==> config.mk <==
export PLATFORM = sky130hd
export DESIGN_NAME = mux4_rr_arbiter
export DESIGN_NICKNAME = d
export VERILOG_FILES = /design/src/rtl/mux4_rr_arbiter_pkg.sv /design/src/rtl/mux4_rr_arbiter_mux4.sv /design/src/rtl/mux4_rr_arbiter.sv
export SDC_FILE = /design/constraint.sdc
export NUM_CORES = 1
export LEC_CHECK = 0
export ABC_CLOCK_PERIOD_IN_PS = 2600
export CAP_MARGIN = 20
export CORE_ASPECT_RATIO = 0.6
export CORE_UTILIZATION = 36
export DETAILED_ROUTE_END_ITERATION = 7
export GPL_TIMING_DRIVEN = 0
export PLACE_DENSITY_LB_ADDON = 0.25
export SYNTH_ARGS = -nofsm -noshare
export SYNTH_HDL_FRONTEND = slang
export SYNTH_SLANG_ARGS = --single-unit
==> constraint.sdc <==
create_clock -name clk -period 2.6 [get_ports clk]
set_input_delay 0.52 -clock clk [delete_from_list [all_inputs] [get_ports clk]]
set_output_delay 0.52 -clock clk [all_outputs]
set_load 0.01 [all_outputs]
==> src/rtl/mux4_rr_arbiter_pkg.sv <==
// Shared types and constants for the 4-way round-robin burst arbiter.
// Latency: none (declarations only).
// Backpressure: n/a.
package mux4_rr_arbiter_pkg;

   localparam int NREQ = 4;

   typedef enum logic {IDLE, BUSY} arb_state_t;

   // One-hot decode of a requester index.
   function automatic logic [NREQ-1:0] onehot_idx(input logic [1:0] idx);
      return NREQ'(1) << idx;
   endfunction

endpackage

==> src/rtl/mux4_rr_arbiter_mux4.sv <==
// Plain 4:1 data multiplexer selecting one requester's data word.
// Latency: purely combinational.
// Backpressure: none; follows sel directly.
module mux4 #(
   parameter int WIDTH = 8
) (
   input  logic [WIDTH-1:0] d0,
   input  logic [WIDTH-1:0] d1,
   input  logic [WIDTH-1:0] d2,
   input  logic [WIDTH-1:0] d3,
   input  logic [1:0]       sel,
   output logic [WIDTH-1:0] y
);

   // Select the data word of the requester indexed by sel.
   always_comb begin
      y = d0;
      case (sel)
         2'd0: y = d0;
         2'd1: y = d1;
         2'd2: y = d2;
         2'd3: y = d3;
         default: y = d0;
      endcase
   end

endmodule

==> src/rtl/mux4_rr_arbiter.sv <==
// Round-robin, burst-locking arbiter sharing one WIDTH-bit datapath between 4 requesters.
// Latency: request -> grant on next edge, first beat may transfer in that cycle; one idle bubble between grants.
// Backpressure: out_ready low holds state/beat count and deasserts every in_ready.
module mux4_rr_arbiter
   import mux4_rr_arbiter_pkg::*;
#(
   parameter int WIDTH     = 8,
   parameter int MAX_BURST = 4
) (
   input  logic             clk,
   input  logic             rst_n,
   input  logic [3:0]       in_valid,
   input  logic [3:0]       in_last,
   input  logic [WIDTH-1:0] din1,
   input  logic [WIDTH-1:0] din2,
   input  logic [WIDTH-1:0] din3,
   input  logic [WIDTH-1:0] din4,
   output logic [3:0]       in_ready,
   output logic             out_valid,
   output logic             out_last,
   input  logic             out_ready,
   output logic [WIDTH-1:0] dout,
   output logic [1:0]       grant,
   output logic             busy
);

   localparam int CW = $clog2(MAX_BURST + 1);

   arb_state_t      state_q, state_d;
   logic [1:0]      grant_q, grant_d;
   logic [1:0]      rr_ptr_q, rr_ptr_d;
   logic [CW-1:0]   beat_cnt_q, beat_cnt_d;

   logic [NREQ-1:0] rot_req;
   logic [1:0]      pick_off;
   logic [1:0]      pick_idx;
   logic            at_max;
   logic            xfer;
   logic            owner_last;

   // Round-robin pick: rotate requests so rr_ptr sits at bit 0, take lowest set bit, rotate back.
   always_comb begin
      rot_req  = NREQ'({in_valid, in_valid} >> rr_ptr_q);
      pick_off = 2'd0;
      for (int i = NREQ - 1; i >= 0; i--) begin
         if (rot_req[i]) pick_off = 2'(i);
      end
      pick_idx = rr_ptr_q + pick_off;
   end

   // Handshake gating: only the owner sees ready, and only while the consumer is ready.
   always_comb begin
      busy       = (state_q == BUSY);
      grant      = grant_q;
      at_max     = (beat_cnt_q == CW'(MAX_BURST - 1));
      owner_last = in_last[grant_q];
      out_valid  = busy && in_valid[grant_q];
      out_last   = out_valid && (owner_last || at_max);
      in_ready   = busy ? (onehot_idx(grant_q) & {NREQ{out_ready}}) : '0;
      xfer       = out_valid && out_ready;
   end

   // Next-state: grant on request in IDLE, count beats and release on last or burst limit in BUSY.
   always_comb begin
      state_d    = state_q;
      grant_d    = grant_q;
      rr_ptr_d   = rr_ptr_q;
      beat_cnt_d = beat_cnt_q;
      case (state_q)
         IDLE: begin
            if (|in_valid) begin
               grant_d    = pick_idx;
               beat_cnt_d = '0;
               state_d    = BUSY;
            end
         end
         BUSY: begin
            if (xfer) begin
               if (owner_last || at_max) begin
                  state_d    = IDLE;
                  rr_ptr_d   = grant_q + 2'd1;
                  beat_cnt_d = '0;
               end else begin
                  beat_cnt_d = beat_cnt_q + CW'(1);
               end
            end
         end
         default: state_d = IDLE;
      endcase
   end

   // Arbiter state registers; reset abandons any partial burst immediately.
   always_ff @(posedge clk or negedge rst_n) begin
      if (!rst_n) begin
         state_q    <= IDLE;
         grant_q    <= 2'd0;
         rr_ptr_q   <= 2'd0;
         beat_cnt_q <= '0;
      end else begin
         state_q    <= state_d;
         grant_q    <= grant_d;
         rr_ptr_q   <= rr_ptr_d;
         beat_cnt_q <= beat_cnt_d;
      end
   end

   mux4 #(.WIDTH(WIDTH)) u_mux4 (
      .d0  (din1),
      .d1  (din2),
      .d2  (din3),
      .d3  (din4),
      .sel (grant_q),
      .y   (dout)
   );

endmodule

==> flow_summary.ini <==
[global_route]
grt_antenna_before_repair = 0
grt_pass1_wl_um = 5580
use_met3_pct = 8.42
use_met1_pct = 31.0
grt.met2_usage_pct = 57.9
grt_usage_pct = 29.1
grt_pass1_vias = 1115
grt_most_used_layer = met2
grt_max_degree = 11
overflow = 0

[timing]
fmax_ghz = 0.392
holdWs_ns = 0.536
layout_worst_path_cycle_share_pct = 98.2
rsz0062_at_grt = false
fin_crit_ns = 2.55
drv_slew = 0
worst_slack_ns = 0.0463
setup_viol = 0
hold_violations = 0
slew_headroom_pct = 67.1
clock-skew-final_ns = 0.00512
tightest_slew_ns = 0.488

[worst_setup_path]
rr_startpoint = rr_ptr_q[1]$_DFFE_PN0P_
regToRegEndpoint = grant[1]$_DFFE_PN0P_
required_ns = 2.08
slowest_stage = clkdlybuf4s50_1
path_buf_inv = 2
critical-path-top-delay-family = buffers and inverters
start_kind = register
critPathArrivalTime_ns = 2.03
endpoint_kind = primary output
crit_type = reg -> out
crit_chain = buf_4, ha_4, a222oi_1, mux2i_1, clkdlybuf4s50_1
r2r_cells = 9
worstPathMaxFanout = 9
ff2ff_setup_slack_ns = 0.41
cp_num_cells = 5
slowest_delay_ns = 0.51

[job]
cap_violations = 0

[power]
switchingPower_mw = 0.657
combPwrFrac_pct = 74.2
internal_power_mw = 0.884
power.share.clock_pct = 9.9
switching_share_pct = 42.6
pwr-share-seq_pct = 15.9
power_density_nw_per_um2 = 930
p_leak_nw = 0.747
irDropWorstVdd_uv = 520

[cts]
h-tree-depth = 1
cts_buffers = 3
root_buffer = clkbuf_8
clock_latency_ns = 0.23
ctsHoldBuffers = 0
clk_path_buf_depth = 2
cts_tree = built
path_clk_slew_ns = 0.05
cts.sinks = 8

[layout]
nets = 216
regArea_um2 = 203
fillCellCount = 178
area_growth_syn_to_layout_pct = 78.0
drive_above_1_share_pct = 14.7
layout_commonest_cell = clkdlybuf4s50_1
n_antenna_cell = 0
mostFrequentLayoutCells = clkdlybuf4s50_1, inv_1, a222oi_1, mux2i_1, dfrtp_1
multiInputGateArea_um2 = 692

[route]
drt_pass1_iterations = 5
dr.first_iter.drc_count = 82
drc = 0
vias_per_cell = 5.88
wl_per_cell_um = 19.7
vias = 1134
wl_um = 3790
ant_nets = 0

[floorplanning]
core-area_um2 = 2290
design.portCount = 60
dieArea_um2 = 2800
start_util_pct = 40.6
die_y_um = 41.4
die_x_um = 67.7
row_count = 13

[placement]
gp_congestion = 0.805
io_buffers = 58
place_ws_ns = -0.339
place_hpwl_um = 2950

[hold_path]
holdPathEnd = beat_cnt_q[1]$_DFFE_PN0P_
hold_depth = 1
hold_start = beat_cnt_q[1]$_DFFE_PN0P_
hold_class = reg -> reg

[synth]
yosys_warnings = 0
synth.distinct_cells = 38
synth_fp_nets = 154
postSynthCellCount = 103
synth_area_um2 = 931
synth-edff-count = 0
synth_area_per_cell_um2 = 9.04
ys.flop_type = dfrtp_1
synth.yosys.seq_area_share_pct = 21.5
async_flop_share_pct = 100
ys_ff_latch = 8

[run_status]
run_status = completed
## worst reg2reg max path, cell delays in order (launching register included)
cell     delay [ns]
dfrtp_1        0.37
buf_2          0.19
o21ai_0        0.18
a21oi_1        0.10
o31a_1         0.28
ha_1           0.19
xnor2_1        0.26
nor3_1         0.09
o311a_1        0.15
a211o_1        0.26
## power by group through the flow
stage	registers (mW)	logic, mW	clock network, mW
finish	0.245	1.14	0.153
global route	0.244	1.22	0.170
CTS	0.236	1.13	0.156
detailed placement	0.236	1.04	0
global placement	0.233	0.974	0
floorplan	0.230	0.564	0
## cell families after synthesis
kind of cell / count (synthesis) / share of synthesized area, %
xor gates and xnor gates: 1 / 0.941
adders and majority gates: 8 / 10.8
DFF: 8 / 21.5
muxes: 13 / 17.1
buffers and inverters: 20 / 9.01
and+or+nand+nor: 28 / 18.4
AOI/OAI and AO/OA: 25 / 22.3
## timing repair
action	4_1_cts	5_1_grt
pin swaps	1	3
setup buffers	3	0
resized for setup	19	4
setup endpoints to repair	12	8
## per-stage QoR
stage | area [µm²] | utilization, % | std cells | setup TNS (ns) | power (mW)
finish | 1660 | 72.2 | 193 | 0 | 1.54
global route | 1660 | 72.2 | 193 | 0 | 1.63
CTS | 1650 | 71.9 | 193 | 0 | 1.53
detailed placement | 1550 | 67.5 | 191 | -1.23 | 1.27
global placement | 1550 | 67.5 | 191 | -0.566 | 1.21
floorplan | 931 | - | 103 | 0 | 0.794
## cell usage after synthesis, drive strengths merged (2+ instances only)
| master | count | area share [%] |
|---|---|---|
| dfrtp | 8 | 22 |
| o21ai | 4 | 2.6 |
| nor2 | 6 | 2.4 |
| clkbuf | 5 | 2.0 |
| a222oi | 8 | 8.6 |
| buf | 2 | 1.7 |
| nor3b | 2 | 1.6 |
| o31ai | 2 | 1.6 |
| mux2i | 8 | 8.6 |
| mux2 | 3 | 3.6 |
| inv | 13 | 5.2 |
| o311a | 2 | 2.2 |
| and3 | 6 | 5.1 |
| nor2b | 2 | 1.3 |
| ha | 8 | 11 |
| mux4 | 2 | 4.8 |
| o211ai | 2 | 1.6 |
| nand2 | 4 | 1.6 |
| nand3b | 2 | 1.6 |
## worst max path at each step
stage                         start                   end
3_5_place_dp            in_valid[2]              out_last
4_1_cts        grant[1]$_DFFE_PN0P_               dout[0]
3_3_place_gp            in_valid[1]              out_last
5_1_grt        grant[0]$_DFFE_PN0P_               dout[5]
2_1_floorplan           in_valid[0]  grant[1]$_DFFE_PN0P_
6_report       grant[0]$_DFFE_PN0P_               dout[1]
## registers in the layout, indices dropped and copies added (netlist names)
signal and flops:
busy 1, rr_ptr_q 2, grant 2, beat_cnt_q 3
## area by class of cell
type | instances | area share [%]
buffer | 3 | 1.21
clock buffer | 3 | 2.49
inverter | 13 | 3.17
multi-input combinational | 75 | 41.8
sequential | 8 | 12.2
tap | 30 | 2.27
timing repair buffer | 61 | 36.9
## metal layers
layer / up-vias / part of all wire [%]
li1: 514 / -
met1: 558 / 39
met2: 54 / 52
met3: 8 / 7.3
met4: 0 / 1.5
met5: - / 0
Note: power is estimated with default switching activity, not from simulation.
